[config.mk]
export PLATFORM = sky130hd
export DESIGN_NAME = ram_word_arbiter
export DESIGN_NICKNAME = d
export VERILOG_FILES = /design/src/rtl/ram_arb_pkg.sv /design/src/rtl/rr_arb2.sv /design/src/rtl/ram_word_arbiter.sv
export SDC_FILE = /design/constraint.sdc
export NUM_CORES = 1
export LEC_CHECK = 0
export CORE_MARGIN = 2
export CORE_UTILIZATION = 43
export CTS_BUF_LIST = sky130_fd_sc_hd__clkbuf_16
export CTS_CLUSTER_SIZE = 24
export DETAILED_ROUTE_END_ITERATION = 7
export PLACE_DENSITY = 0.77
export SYNTH_ARGS = -nofsm -noshare
export SYNTH_HDL_FRONTEND = slang
export SYNTH_SLANG_ARGS = --single-unit
[constraint.sdc]
create_clock -name clk -period 1.6 [get_ports clk]
set_input_delay 0.48 -clock clk [delete_from_list [all_inputs] [get_ports clk]]
set_output_delay 0.48 -clock clk [all_outputs]
set_load 0.02 [all_outputs]
[src/rtl/ram_arb_pkg.sv]
// ram_arb_pkg: shared types and constants for the byte-RAM word arbiter.
package ram_arb_pkg;
    localparam int RAM_AW  = 10;
    localparam int BEATS   = 4;
    localparam int WORD_AW = RAM_AW - 2;
    localparam int BEAT_W  = 2;
    typedef enum logic [1:0] {IDLE, XFER, RESP} state_t;
endpackage

[src/rtl/rr_arb2.sv]
// rr_arb2: two-way round-robin grant with pointer register.
// RAM_ARB_FIXED_PRIO_EN reduces it to fixed priority (requester 0 wins).
module rr_arb2 (
    input  logic       clk,
    input  logic       rst,
    input  logic [1:0] req,
    input  logic       upd,
    input  logic       last,
    output logic       gnt
);
`ifdef RAM_ARB_FIXED_PRIO_EN
    logic unused;
    assign unused = &{1'b0, clk, rst, upd, last, req[1]};
    assign gnt = !req[0];
`else
    logic ptr;
    always_ff @(posedge clk) begin
        if (rst) ptr <= 1'b0;
        else if (upd) ptr <= ~last;
    end
    // ptr selects the favoured requester; fall back to the other one
    assign gnt = ptr ? req[1] : !req[0];
`endif
endmodule

[src/rtl/ram_word_arbiter.sv]
// ram_word_arbiter: shares a byte-wide RAM between two word requesters, four beats per word.
// Define RAM_ARB_FIXED_PRIO_EN for fixed priority instead of round-robin.
module ram_word_arbiter
    import ram_arb_pkg::*;
(
    input  logic               clk,
    input  logic               rst,
    input  logic               r0_req,
    input  logic               r0_we,
    input  logic [WORD_AW-1:0] r0_addr,
    input  logic [31:0]        r0_wdata,
    input  logic [3:0]         r0_be,
    output logic               r0_ack,
    output logic [31:0]        r0_rdata,
    input  logic               r1_req,
    input  logic               r1_we,
    input  logic [WORD_AW-1:0] r1_addr,
    input  logic [31:0]        r1_wdata,
    input  logic [3:0]         r1_be,
    output logic               r1_ack,
    output logic [31:0]        r1_rdata,
    output logic [RAM_AW-1:0]  ram_addr,
    output logic [7:0]         ram_d,
    output logic               ram_we,
    input  logic [7:0]         ram_q
);
    if (BEATS != 4) begin : g_beats_check
        $error("ram_word_arbiter supports exactly 4 beats per word");
    end

    state_t             state;
    logic [BEAT_W-1:0]  beat;
    logic               id;
    logic               we_q;
    logic [WORD_AW-1:0] addr_q;
    logic [31:0]        wdata_q;
    logic [3:0]         be_q;
    logic [23:0]        rbuf;
    logic               gnt;

    rr_arb2 u_arb (
        .clk  (clk),
        .rst  (rst),
        .req  ({r1_req, r0_req}),
        .upd  (state == RESP),
        .last (id),
        .gnt  (gnt)
    );

    assign ram_addr = {addr_q, beat};
    assign ram_d    = 8'(wdata_q >> {beat, 3'b000});
    // rst gates the strobe so the beat in flight when reset arrives is not written
    assign ram_we   = (state == XFER) && we_q && be_q[beat] && !rst;

    always_ff @(posedge clk) begin
        if (rst) begin
            state    <= IDLE;
            beat     <= '0;
            id       <= 1'b0;
            we_q     <= 1'b0;
            addr_q   <= '0;
            wdata_q  <= '0;
            be_q     <= '0;
            rbuf     <= '0;
            r0_ack   <= 1'b0;
            r1_ack   <= 1'b0;
            r0_rdata <= '0;
            r1_rdata <= '0;
        end else begin
            case (state)
                IDLE: if (r0_req || r1_req) begin
                    id      <= gnt;
                    we_q    <= gnt ? r1_we : r0_we;
                    addr_q  <= gnt ? r1_addr : r0_addr;
                    wdata_q <= gnt ? r1_wdata : r0_wdata;
                    be_q    <= gnt ? r1_be : r0_be;
                    beat    <= '0;
                    state   <= XFER;
                end
                XFER: begin
                    beat <= beat + 1'b1;
                    // bytes shift in from the top so beat 0 ends up in the low byte
                    rbuf <= {ram_q, rbuf[23:8]};
                    if (beat == BEAT_W'(BEATS - 1)) begin
                        state  <= RESP;
                        r0_ack <= !id;
                        r1_ack <= id;
                        if (!we_q && !id) r0_rdata <= {ram_q, rbuf};
                        if (!we_q && id) r1_rdata <= {ram_q, rbuf};
                    end
                end
                default: begin
                    r0_ack <= 1'b0;
                    r1_ack <= 1'b0;
                    state  <= IDLE;
                end
            endcase
        end
    end
endmodule
==> impl_metrics.env, run 1 <==
export IMPL_cp_max_fo=2
export IMPL_finalInstanceArea_sq_mm=0.00910
export IMPL_maxSlewViolCount=0
export IMPL_dr_pass1_iters=5
export IMPL_leakage_nw=3.55
export IMPL_drive_above_1_share_pct=14.4
export IMPL_setup_tns_ns=-11.37
export IMPL_holdWs_ns=0.455
export IMPL_htreeDepth=4
export IMPL_totalWireLength_um=18000
export IMPL_grt_overflow=0
export IMPL_ys_warn_count=0
export IMPL_cts_tree="yes"
export IMPL_fin_crit_ns=2.15
export IMPL_power_density_mw_per_mm2=986
export IMPL_max_slew_margin_rel_pct=36.1
export IMPL_hold_buffers=0
export IMPL_core_sq_mm=0.0140
export IMPL_cts_root_buffer="clkbuf_16"
export IMPL_drt_initial_drc_count=403
export IMPL_cp_arrival_ns=1.67
export IMPL_clk_pin_slew_ns=0.06
export IMPL_gp_congestion=0.803
export IMPL_drc=0
export IMPL_synthesis_area_sq_mm=0.00622
export IMPL_area_delta_synth_final_pct=46.3
export IMPL_startpoint="beat[0]"
export IMPL_critPathCaptureType="primary output"
export IMPL_path_class="register to primary output"
export IMPL_num_rows=43
export IMPL_yosysTopAreaCell="dfxtp_1"
export IMPL_crit_slowest_cell="mux4_2"
export IMPL_first_global_vias=5618
export IMPL_setup_violations=73
export IMPL_cp_cell_sequence="mux4_2, and4b_2, buf_6"
export IMPL_insertion_delay_ns=0.43
export IMPL_n_antenna_cell=0
export IMPL_fin_ws_ns=-0.550
export IMPL_hold_start="rbuf[0]"
export IMPL_violations="negative setup slack"
export IMPL_grt_pass1_wl_um=28400
export IMPL_rsz0062_at_grt="yes"
export IMPL_clockBufferDepth=2
export IMPL_start_util_pct=44.4
export IMPL_die_area_sq_mm=0.0154
export IMPL_grtUsageTotal_pct=22.5
export IMPL_netlist_top_cells_area="dfxtp_1 45%, mux2i_1 11%, nand2b_1 9.7%"
export IMPL_synth_cell_types=33
export IMPL_finalNetCount=947
export IMPL_synth_nets=770
export IMPL_ant_nets=0
export IMPL_vias=5704
export IMPL_max_stage_delay_ns=0.49
export IMPL_hpwlAfterDp_um=12200
export IMPL_cts_sinks=141
export IMPL_wl_per_cell_um=17.4
export IMPL_dpl_cell_area_sq_mm=0.00841
export IMPL_synth_top_cell_area_share_pct=45.4
export IMPL_io_buffers=186
export IMPL_ys_seq_area_share_pct=45.4
export IMPL_die_h_um=124
export IMPL_min_path_type="register to register"
export IMPL_maxCapViolCount=0
export IMPL_viasPerCell=5.50
export IMPL_fin_crit_sh_pct=134
export IMPL_synthCells=667
export IMPL_cts_made_buffers=17
export IMPL_postSynthAreaPerCell_sq_um=9.32
export IMPL_critPathLaunchType="register"
export IMPL_hold_viol=0
export IMPL_fp_dieW_um=124
export IMPL_worstPathRequired_ns=1.12
export IMPL_synth_seq_cells=141
export IMPL_worst_pin_slew_ns=0.959
export IMPL_status="finished, violations left"
export IMPL_fmax_ghz=0.465
export IMPL_r2r_start="beat[0]"
export IMPL_antenna_found_initial=0
export IMPL_finClkSkew_ns=0.0196
export IMPL_grt_max_degree=104
export IMPL_pin_count=187
export IMPL_vdd_drop_max_mv=0.838
-- cells by family after synthesis --
group / after synthesis / share of synthesized area, %
compound gates: 167 / 16.4
fa+ha+maj: 1 / 0.201
buf+inv: 70 / 5.23
flops: 141 / 45.4
mux: 75 / 13.9
simple gates: 213 / 18.8
-- layout make-up --
type                    instances  area, sq um
clock buffers                  17          425
clock inverters                15          173
fillers                      1111         4890
inverters                       3         11.3
multi-input cells             456         3160
flip-flops and latches        141         2830
well taps                     180          225
repair buffers                225         2270
-- path summary, 6_finish.rpt --
check / endpoint / slack, ns / depth (start not counted)
setup / recovery: ram_we / -0.55 / 3
hold / removal: rbuf[0] / 0.45 / 2
setup reg to reg: r0_rdata[20] / -0.18 / 9
hold reg to reg: rbuf[0] / 0.45 / 2
-- through the flow --
stage | instances | setup WS [ns] | total power [W] | util (%)
after global routing | 1037 | -0.585 | 0.00927 | 65.0
final | 1037 | -0.550 | 0.00897 | 65.0
after global placement | 1000 | -0.494 | 0.00499 | 60.1
after floorplan | 667 | -0.154 | 0.00444 | -
after detailed placement | 1000 | -0.509 | 0.00502 | 60.1
after CTS | 1033 | -0.563 | 0.00896 | 64.1
-- cells in the final DEF, fill, tap and decap left out, types with 14 or more instances in the layout --
cell type	n
clkdlybuf4s50_1	100
nand2_1	51
clkdlybuf4s15_1	51
mux2i_1	65
a311oi_1	40
nand2b_1	96
clkbuf_16	19
o21ai_0	45
nand3_1	45
dfxtp_1	139
a21oi_1	72
buf_4	19
dlygate4sd2_1	14
-- report_power, final --
part	switching, W	total (W)	internal [W]
Combinational	0.000579	0.00121	0.000634
Clock	0.00154	0.00398	0.00244
Sequential	0.000105	0.00377	0.00366
-- flip-flops by register name, summed over array words and instances (netlist names) --
signal / count
addr_q: 8
be_q: 4
beat: 2
id: 1
r0_ack: 1
r0_rdata: 32
r1_ack: 1
r1_rdata: 32
rbuf: 24
state: 2
u_arb.ptr: 1
wdata_q: 32
we_q: 1
-- layer usage --
metal / global-route usage [%] / wire length (um) / vias up
li1: - / - / 2727
met1: 26.7 / 7320 / 2714
met2: 38.9 / 8910 / 238
met3: 6.76 / 1450 / 25
met4: 7.60 / 322 / 0
met5: 0 / 0 / -
-- synthesized netlist by cell type --
cell type  instances
o21ai_0           45
and4b_1            1
a21oi_1           72
nor3_1             2
a311oi_1          46
nand2b_1          96
nor2b_1            1
mux4_2             9
and2_1             2
inv_1              2
a211o_1            2
nor3_4             2
or2_0              1
buf_4              2
ha_1               1
a211oi_1           1
and2b_1            1
buf_1              4
nand3_1           45
buf_12             1
buf_6              3
or2b_1             1
inv_2              1
mux2i_1           66
clkbuf_1          44
a2bb2oi_1          1
dfxtp_1          141
nand2_1           52
nor2_1             5
or2_2              1
or3_1              2
nand3b_4           1
buf_2             13
-- critical path: cells and delay by family, from the launching register on --
kind / cells / cell delay, ns
and+or+nand+nor: 1 / 0.25
muxes: 1 / 0.49
DFF: 1 / 0.36
buffers and inverters: 1 / 0.14
-- what timing repair did --
| action | 4_1_cts | 5_1_grt |
|---|---|---|
| gates cloned | 0 | 3 |
| gates resized for setup | 155 | 66 |
| pin swaps | 0 | 1 |
| buffers inserted | 1 | 1 |
| setup endpoints to repair | 154 | 138 |
No activity file was read; power rests on OpenSTA's default activity.
==> run 2, diff against run 1 <==
--- a/config.mk
+++ b/config.mk
@@ -5,12 +5,14 @@
 export SDC_FILE = /design/constraint.sdc
 export NUM_CORES = 1
 export LEC_CHECK = 0
+export CELL_PAD_IN_SITES_DETAIL_PLACEMENT = 1
+export CELL_PAD_IN_SITES_GLOBAL_PLACEMENT = 1
 export CORE_MARGIN = 2
-export CORE_UTILIZATION = 43
+export CORE_UTILIZATION = 32
 export CTS_BUF_LIST = sky130_fd_sc_hd__clkbuf_16
 export CTS_CLUSTER_SIZE = 24
 export DETAILED_ROUTE_END_ITERATION = 7
-export PLACE_DENSITY = 0.77
+export PLACE_DENSITY_LB_ADDON = 0.1
 export SYNTH_ARGS = -nofsm -noshare
 export SYNTH_HDL_FRONTEND = slang
 export SYNTH_SLANG_ARGS = --single-unit
==> run 2 against run 1 <==
  * The run still ends with negative setup slack left
  * Setup slack improved by 0.046 ns
  * Clock power rose by 9.5%
  * Non-clock buffer count unchanged
  * Global-route usage fell by 2.3 points
  * Total power up 4.8%
  * Sequential share of layout area is 0.74 points lower
  * Combinational power rose by 4%
  * Design area is 2.4% higher
  * Hold slack better by 0.0053 ns
  * Wire length up 14%
  * Register-to-register slack got worse by 0.09 ns
  * Critical path type unchanged
  * Critical endpoint is now ram_d[4]
  * Largest power group unchanged
==> impl_metrics.env, run 2 (synthesis results as in run 1) <==
export IMPL_status="finished, violations left"
export IMPL_violations="negative setup slack"
export IMPL_grt_pass1_wl_um=32400
export IMPL_rsz0062_at_grt="yes"
export IMPL_clk_pin_slew_ns=0.06
export IMPL_gp_congestion=0.828
export IMPL_max_slew_margin_rel_pct=50.0
export IMPL_num_rows=50
export IMPL_min_path_type="register to register"
export IMPL_grtUsageMet1_pct=24.9
export IMPL_leakage_nw=3.57
export IMPL_hold_start="rbuf[2]"
export IMPL_p_total_w=0.00940
export IMPL_io_buffers=186
export IMPL_cts_sinks=141
export IMPL_insertion_delay_ns=0.42
export IMPL_maxCapViolCount=0
export IMPL_finClkSkew_ns=0.00853
export IMPL_fmax_ghz=0.475
export IMPL_met2_usage_pct=34.2
export IMPL_setup_violations=74
export IMPL_vias=5662
export IMPL_start_util_pct=32.9
export IMPL_critPathTopFamily="multiplexers"
export IMPL_fp_dieW_um=143
export IMPL_cts_root_buffer="clkbuf_16"
export IMPL_max_stage_delay_ns=0.52
export IMPL_critPathCaptureType="primary output"
export IMPL_fin_ws_ns=-0.504
export IMPL_worst_pin_slew_ns=0.750
export IMPL_dpl_cell_area_sq_mm=0.00855
export IMPL_path_buf_inv=2
export IMPL_maxSlewViolCount=0
export IMPL_ant_nets=0
export IMPL_drc=0
export IMPL_core_sq_mm=0.0189
export IMPL_pin_count=187
export IMPL_drive_above_1_share_pct=19.4
export IMPL_cp_cell_sequence="buf_12, mux4_2, buf_2"
export IMPL_cp_max_fo=9
export IMPL_drt_initial_drc_count=252
export IMPL_clockBufferDepth=2
export IMPL_crit_slowest_cell="mux4_2"
export IMPL_hold_viol=0
export IMPL_viasPerCell=5.07
export IMPL_die_area_sq_mm=0.0206
export IMPL_layout_common_cells="139 x dfxtp_1, 100 x clkdlybuf4s50_1, 96 x nand2b_1"
export IMPL_antenna_found_initial=0
export IMPL_first_global_vias=5948
export IMPL_wl_per_cell_um=18.4
export IMPL_htreeDepth=4
export IMPL_path_class="register to primary output"
export IMPL_finalNetCount=947
export IMPL_grt_overflow=0
export IMPL_busiest_layer="met2"
export IMPL_worstPathRequired_ns=1.12
export IMPL_met3_usage_pct=5.63
export IMPL_grtUsageTotal_pct=20.2
export IMPL_power_density_mw_per_mm2=1010
export IMPL_cts_made_buffers=17
export IMPL_area_delta_synth_final_pct=49.9
export IMPL_cp_arrival_ns=1.62
export IMPL_grt_max_degree=68
export IMPL_die_h_um=143
export IMPL_fin_crit_sh_pct=131
export IMPL_dr_pass1_iters=4
export IMPL_totalWireLength_um=20500
export IMPL_critPathLaunchType="register"
export IMPL_n_antenna_cell=0
export IMPL_hpwlAfterDp_um=14100
export IMPL_finalInstanceArea_sq_mm=0.00932
export IMPL_fin_crit_ns=2.10
export IMPL_reg_largest_list="r0_rdata x32, r1_rdata x32, wdata_q x32"
export IMPL_startpoint="beat[0]"
export IMPL_final_common_cell="dfxtp_1"
export IMPL_r2r_start="beat[0]"
export IMPL_cts_tree="yes"
export IMPL_vdd_drop_max_mv=0.690
[run 2: changes by cell type in the layout (fill, tap and decap cells not counted), moves of 4 or more]
| cell | before | now |
|---|---|---|
| buf_6 | 11 | 6 |
| a311oi_1 | 40 | 18 |
| a311oi_2 | 6 | 28 |
| buf_4 | 19 | 23 |
| clkdlybuf4s15_1 | 51 | 44 |
| dlygate4sd2_1 | 14 | 3 |
| clkbuf_2 | 9 | 25 |
[run 2: timing repair]
action | in CTS | in global routing
gates cloned | 1 | 0
pin swaps | 1 | 1
gates resized for setup | 154 | 116
endpoints found under the hold margin | 0 | 0
hold buffers | 0 | 0
setup buffers | 3 | 1
setup endpoints to repair | 149 | 162
[run 2: tightest hold or removal path, cell delays in order (launching register included)]
cell and delay (ns):
dfxtp_1 0.31, nand2_1 0.05, a21oi_1 0.05
[run 2: cell type report]
class                   instances  area [sq um]
multi-input cells             456          3310
inverters                       3          11.3
clock inverters                15           221
fillers                      2130          9580
clock buffers                  17           425
repair buffers                225          2200
well taps                     260           325
flip-flops and latches        141          2830
[run 2: metrics by stage]
stage	hold WS [ns]	std cells	utilization, %	setup WS, ns	setup TNS, ns
finish	0.460	1117	49.3	-0.504	-16.08
detailed placement	0.451	1081	45.2	-0.504	-40.42
global route	0.476	1117	49.3	-0.558	-22.24
CTS	0.460	1117	48.6	-0.522	-16.98
floorplan	0.437	667	-	-0.154	-1.77
global placement	0.447	1081	45.2	-0.515	-34.11
[run 2: routing by layer]
metal | wire [um] | up-vias | part of all wire [%]
li1 | - | 2732 | -
met1 | 9010 | 2766 | 44
met2 | 10000 | 143 | 49
met3 | 1140 | 21 | 5.6
met4 | 327 | 0 | 1.6
met5 | 0 | - | 0
[run 2: final timing paths]
| kind | end | slack (ns) | cells after the start |
|---|---|---|---|
| hold / removal | rbuf[2] | 0.46 | 2 |
| setup / recovery | ram_d[4] | -0.50 | 3 |
| setup reg to reg | r1_rdata[10] | -0.27 | 10 |
| hold reg to reg | rbuf[2] | 0.46 | 2 |
[run 2: where the power goes]
group,total [W],internal (W),switching [W]
registers,0.00377,0.00366,0.000109
clock network,0.00436,0.00277,0.00159
logic,0.00126,0.000637,0.000624
==> run 3, diff against run 2 <==
--- a/config.mk
+++ b/config.mk
@@ -5,11 +5,11 @@
 export SDC_FILE = /design/constraint.sdc
 export NUM_CORES = 1
 export LEC_CHECK = 0
-export CELL_PAD_IN_SITES_DETAIL_PLACEMENT = 1
+export CELL_PAD_IN_SITES_DETAIL_PLACEMENT = 0
 export CELL_PAD_IN_SITES_GLOBAL_PLACEMENT = 1
 export CORE_MARGIN = 2
-export CORE_UTILIZATION = 32
-export CTS_BUF_LIST = sky130_fd_sc_hd__clkbuf_16
+export CORE_UTILIZATION = 33
+export CTS_BUF_LIST = sky130_fd_sc_hd__clkbuf_4
 export CTS_CLUSTER_SIZE = 24
 export DETAILED_ROUTE_END_ITERATION = 7
 export PLACE_DENSITY_LB_ADDON = 0.1
==> run 3 against run 2 <==
  * The run still ends with negative setup slack left
  * Non-clock buffer count rose by 6
  * Total power down 26%
  * Via count shrank 1.3%
  * Register-to-register slack gained 0.29 ns
  * Sequential share of layout area rose by 3.0 points
  * Combinational power is 8% lower
  * Clock-buffer cell count unchanged
  * Sequential power barely moved
  * Clock skew rose by 0.0077 ns
  * Largest cell class unchanged
  * Clock power decreased by 54%
  * Maximum frequency decreased by 6.8%
==> impl_metrics.env, run 3 (synthesis results as in run 1) <==
export IMPL_status="finished, violations left"
export IMPL_violations="negative setup slack"
export IMPL_p_total_w=0.00695
export IMPL_htreeDepth=4
export IMPL_cp_arrival_ns=1.78
export IMPL_fin_ws_ns=-0.657
export IMPL_io_buffers=186
export IMPL_p_seq_share_pct=54.2
export IMPL_hold_viol=0
export IMPL_vdd_drop_max_mv=0.389
export IMPL_fin_crit_sh_pct=141
export IMPL_drc=0
export IMPL_drive_above_1_share_pct=28.4
export IMPL_clockPowerShare_pct=29.1
export IMPL_area_delta_synth_final_pct=40.3
export IMPL_clockBufferDepth=2
export IMPL_antenna_found_initial=1
export IMPL_die_area_sq_mm=0.0200
export IMPL_finalInstanceArea_sq_mm=0.00872
export IMPL_cts_root_buffer="clkbuf_4"
export IMPL_vias=5589
export IMPL_dr_pass1_iters=4
export IMPL_final_common_cell="clkdlybuf4s50_1"
export IMPL_first_global_vias=5676
export IMPL_p_comb_share_pct=16.7
export IMPL_hpwlAfterDp_um=13100
export IMPL_grt_max_degree=72
export IMPL_switchingPower_w=0.00195
export IMPL_fp_dieW_um=141
export IMPL_cp_max_fo=4
export IMPL_cts_tree="yes"
export IMPL_path_class="register to primary output"
export IMPL_maxSlewViolCount=0
export IMPL_setup_violations=11
export IMPL_max_slew_margin_rel_pct=59.8
export IMPL_wl_per_cell_um=17.2
export IMPL_start_util_pct=33.5
export IMPL_worst_pin_slew_ns=0.603
export IMPL_power_density_mw_per_mm2=796
export IMPL_insertion_delay_ns=0.54
export IMPL_clk_pin_slew_ns=0.13
export IMPL_setup_tns_ns=-5.84
export IMPL_grtUsageTotal_pct=19.0
export IMPL_grt_pass1_wl_um=29900
export IMPL_post_route_util_pct=46.9
export IMPL_min_path_type="primary input to register"
export IMPL_cts_made_buffers=17
export IMPL_num_rows=50
export IMPL_fmax_ghz=0.443
export IMPL_cts_sinks=141
export IMPL_critPathLaunchType="register"
export IMPL_finClkSkew_ns=0.0162
export IMPL_totalWireLength_um=18800
export IMPL_drt_initial_drc_count=305
export IMPL_dpl_cell_area_sq_mm=0.00851
export IMPL_die_h_um=141
export IMPL_pin_count=187
export IMPL_hold_buffers=0
export IMPL_layout_common_cells="100 x clkdlybuf4s50_1, 96 x nand2b_1, 92 x buf_4"
export IMPL_core_sq_mm=0.0186
export IMPL_grt_overflow=0
export IMPL_leakage_nw=3.43
export IMPL_gp_congestion=0.846
export IMPL_viasPerCell=5.09
export IMPL_p_int_w=0.00499
export IMPL_worstPathRequired_ns=1.12
export IMPL_rsz0062_at_grt="yes"
export IMPL_fin_crit_ns=2.26
export IMPL_critPathCaptureType="primary output"
export IMPL_netSwitchingFraction_pct=28.1
export IMPL_holdWs_ns=0.457
export IMPL_reg_largest_list="r0_rdata x32, r1_rdata x32, wdata_q x32"
export IMPL_finalNetCount=953
export IMPL_maxCapViolCount=0
export IMPL_ant_nets=0
## run 3: cell types whose count changed in the layout (fill, tap and decap cells not counted), moves of 25 or more
| cell | delta |
|---|---|
| buf_4 | +69 |
| dfxtp_1 | -62 |
| dfxtp_2 | +61 |
| clkdlybuf4s15_1 | -44 |
| a311oi_1 | +28 |
| a311oi_2 | -28 |
| clkbuf_2 | -25 |
## run 3: worst max-delay path, cell delays in order (launching register included)
cell     delay, ns
dfxtp_4       0.39
buf_4         0.16
mux4_2        0.52
buf_2         0.18
## run 3: what timing repair did
item / in CTS / in global routing
setup endpoints to repair: 149 / 135
gates cloned: 0 / 0
setup buffers: 1 / 3
pin swaps: 0 / 0
gates resized for setup: 371 / 126
## run 3: path summary, 6_finish.rpt
check,start,end,slack [ns],cells after the start
max,beat[0],ram_d[3],-0.66,3
min,rst,r1_rdata[3],0.46,4
max reg2reg,beat[0],r0_rdata[16],0.02,7
min reg2reg,rbuf[2],rbuf[2],0.47,2
## run 3: area by class of cell
| type | instances | area (sq um) |
|---|---|---|
| Antenna cell | 1 | 2.50 |
| Clock buffer | 17 | 128 |
| Clock inverter | 14 | 104 |
| Fill cell | 1843 | 9860 |
| Inverter | 3 | 11.3 |
| Multi-Input combinational cell | 456 | 3110 |
| Sequential cell | 141 | 2910 |
| Tap cell | 234 | 293 |
| Timing Repair Buffer | 231 | 2170 |
## run 3: power by group through the flow
stage / clock network, W / logic [W] / registers (W)
after floorplan: 0 / 0.000596 / 0.00384
after global placement: 0 / 0.00118 / 0.00384
after detailed placement: 0 / 0.00119 / 0.00385
after CTS: 0.00209 / 0.00116 / 0.00377
after global routing: 0.00227 / 0.00126 / 0.00379
final: 0.00202 / 0.00116 / 0.00377
## run 3: per-layer routing
| layer | global-route usage [%] | up-vias | wire length (um) |
|---|---|---|---|
| met5 | 0 | - | 0 |
| met4 | 6.16 | 0 | 316 |
| met3 | 6.78 | 19 | 1310 |
| met2 | 30.7 | 182 | 8900 |
| met1 | 23.8 | 2643 | 8290 |
| li1 | - | 2745 | - |
## run 3: per-stage QoR
step                std cells  worst slack, ns
floorplan                 667           -0.154
global placement         1062           -0.516
detailed placement       1062           -0.525
CTS                      1093           -0.711
global route             1097           -0.764
finish                   1097           -0.657
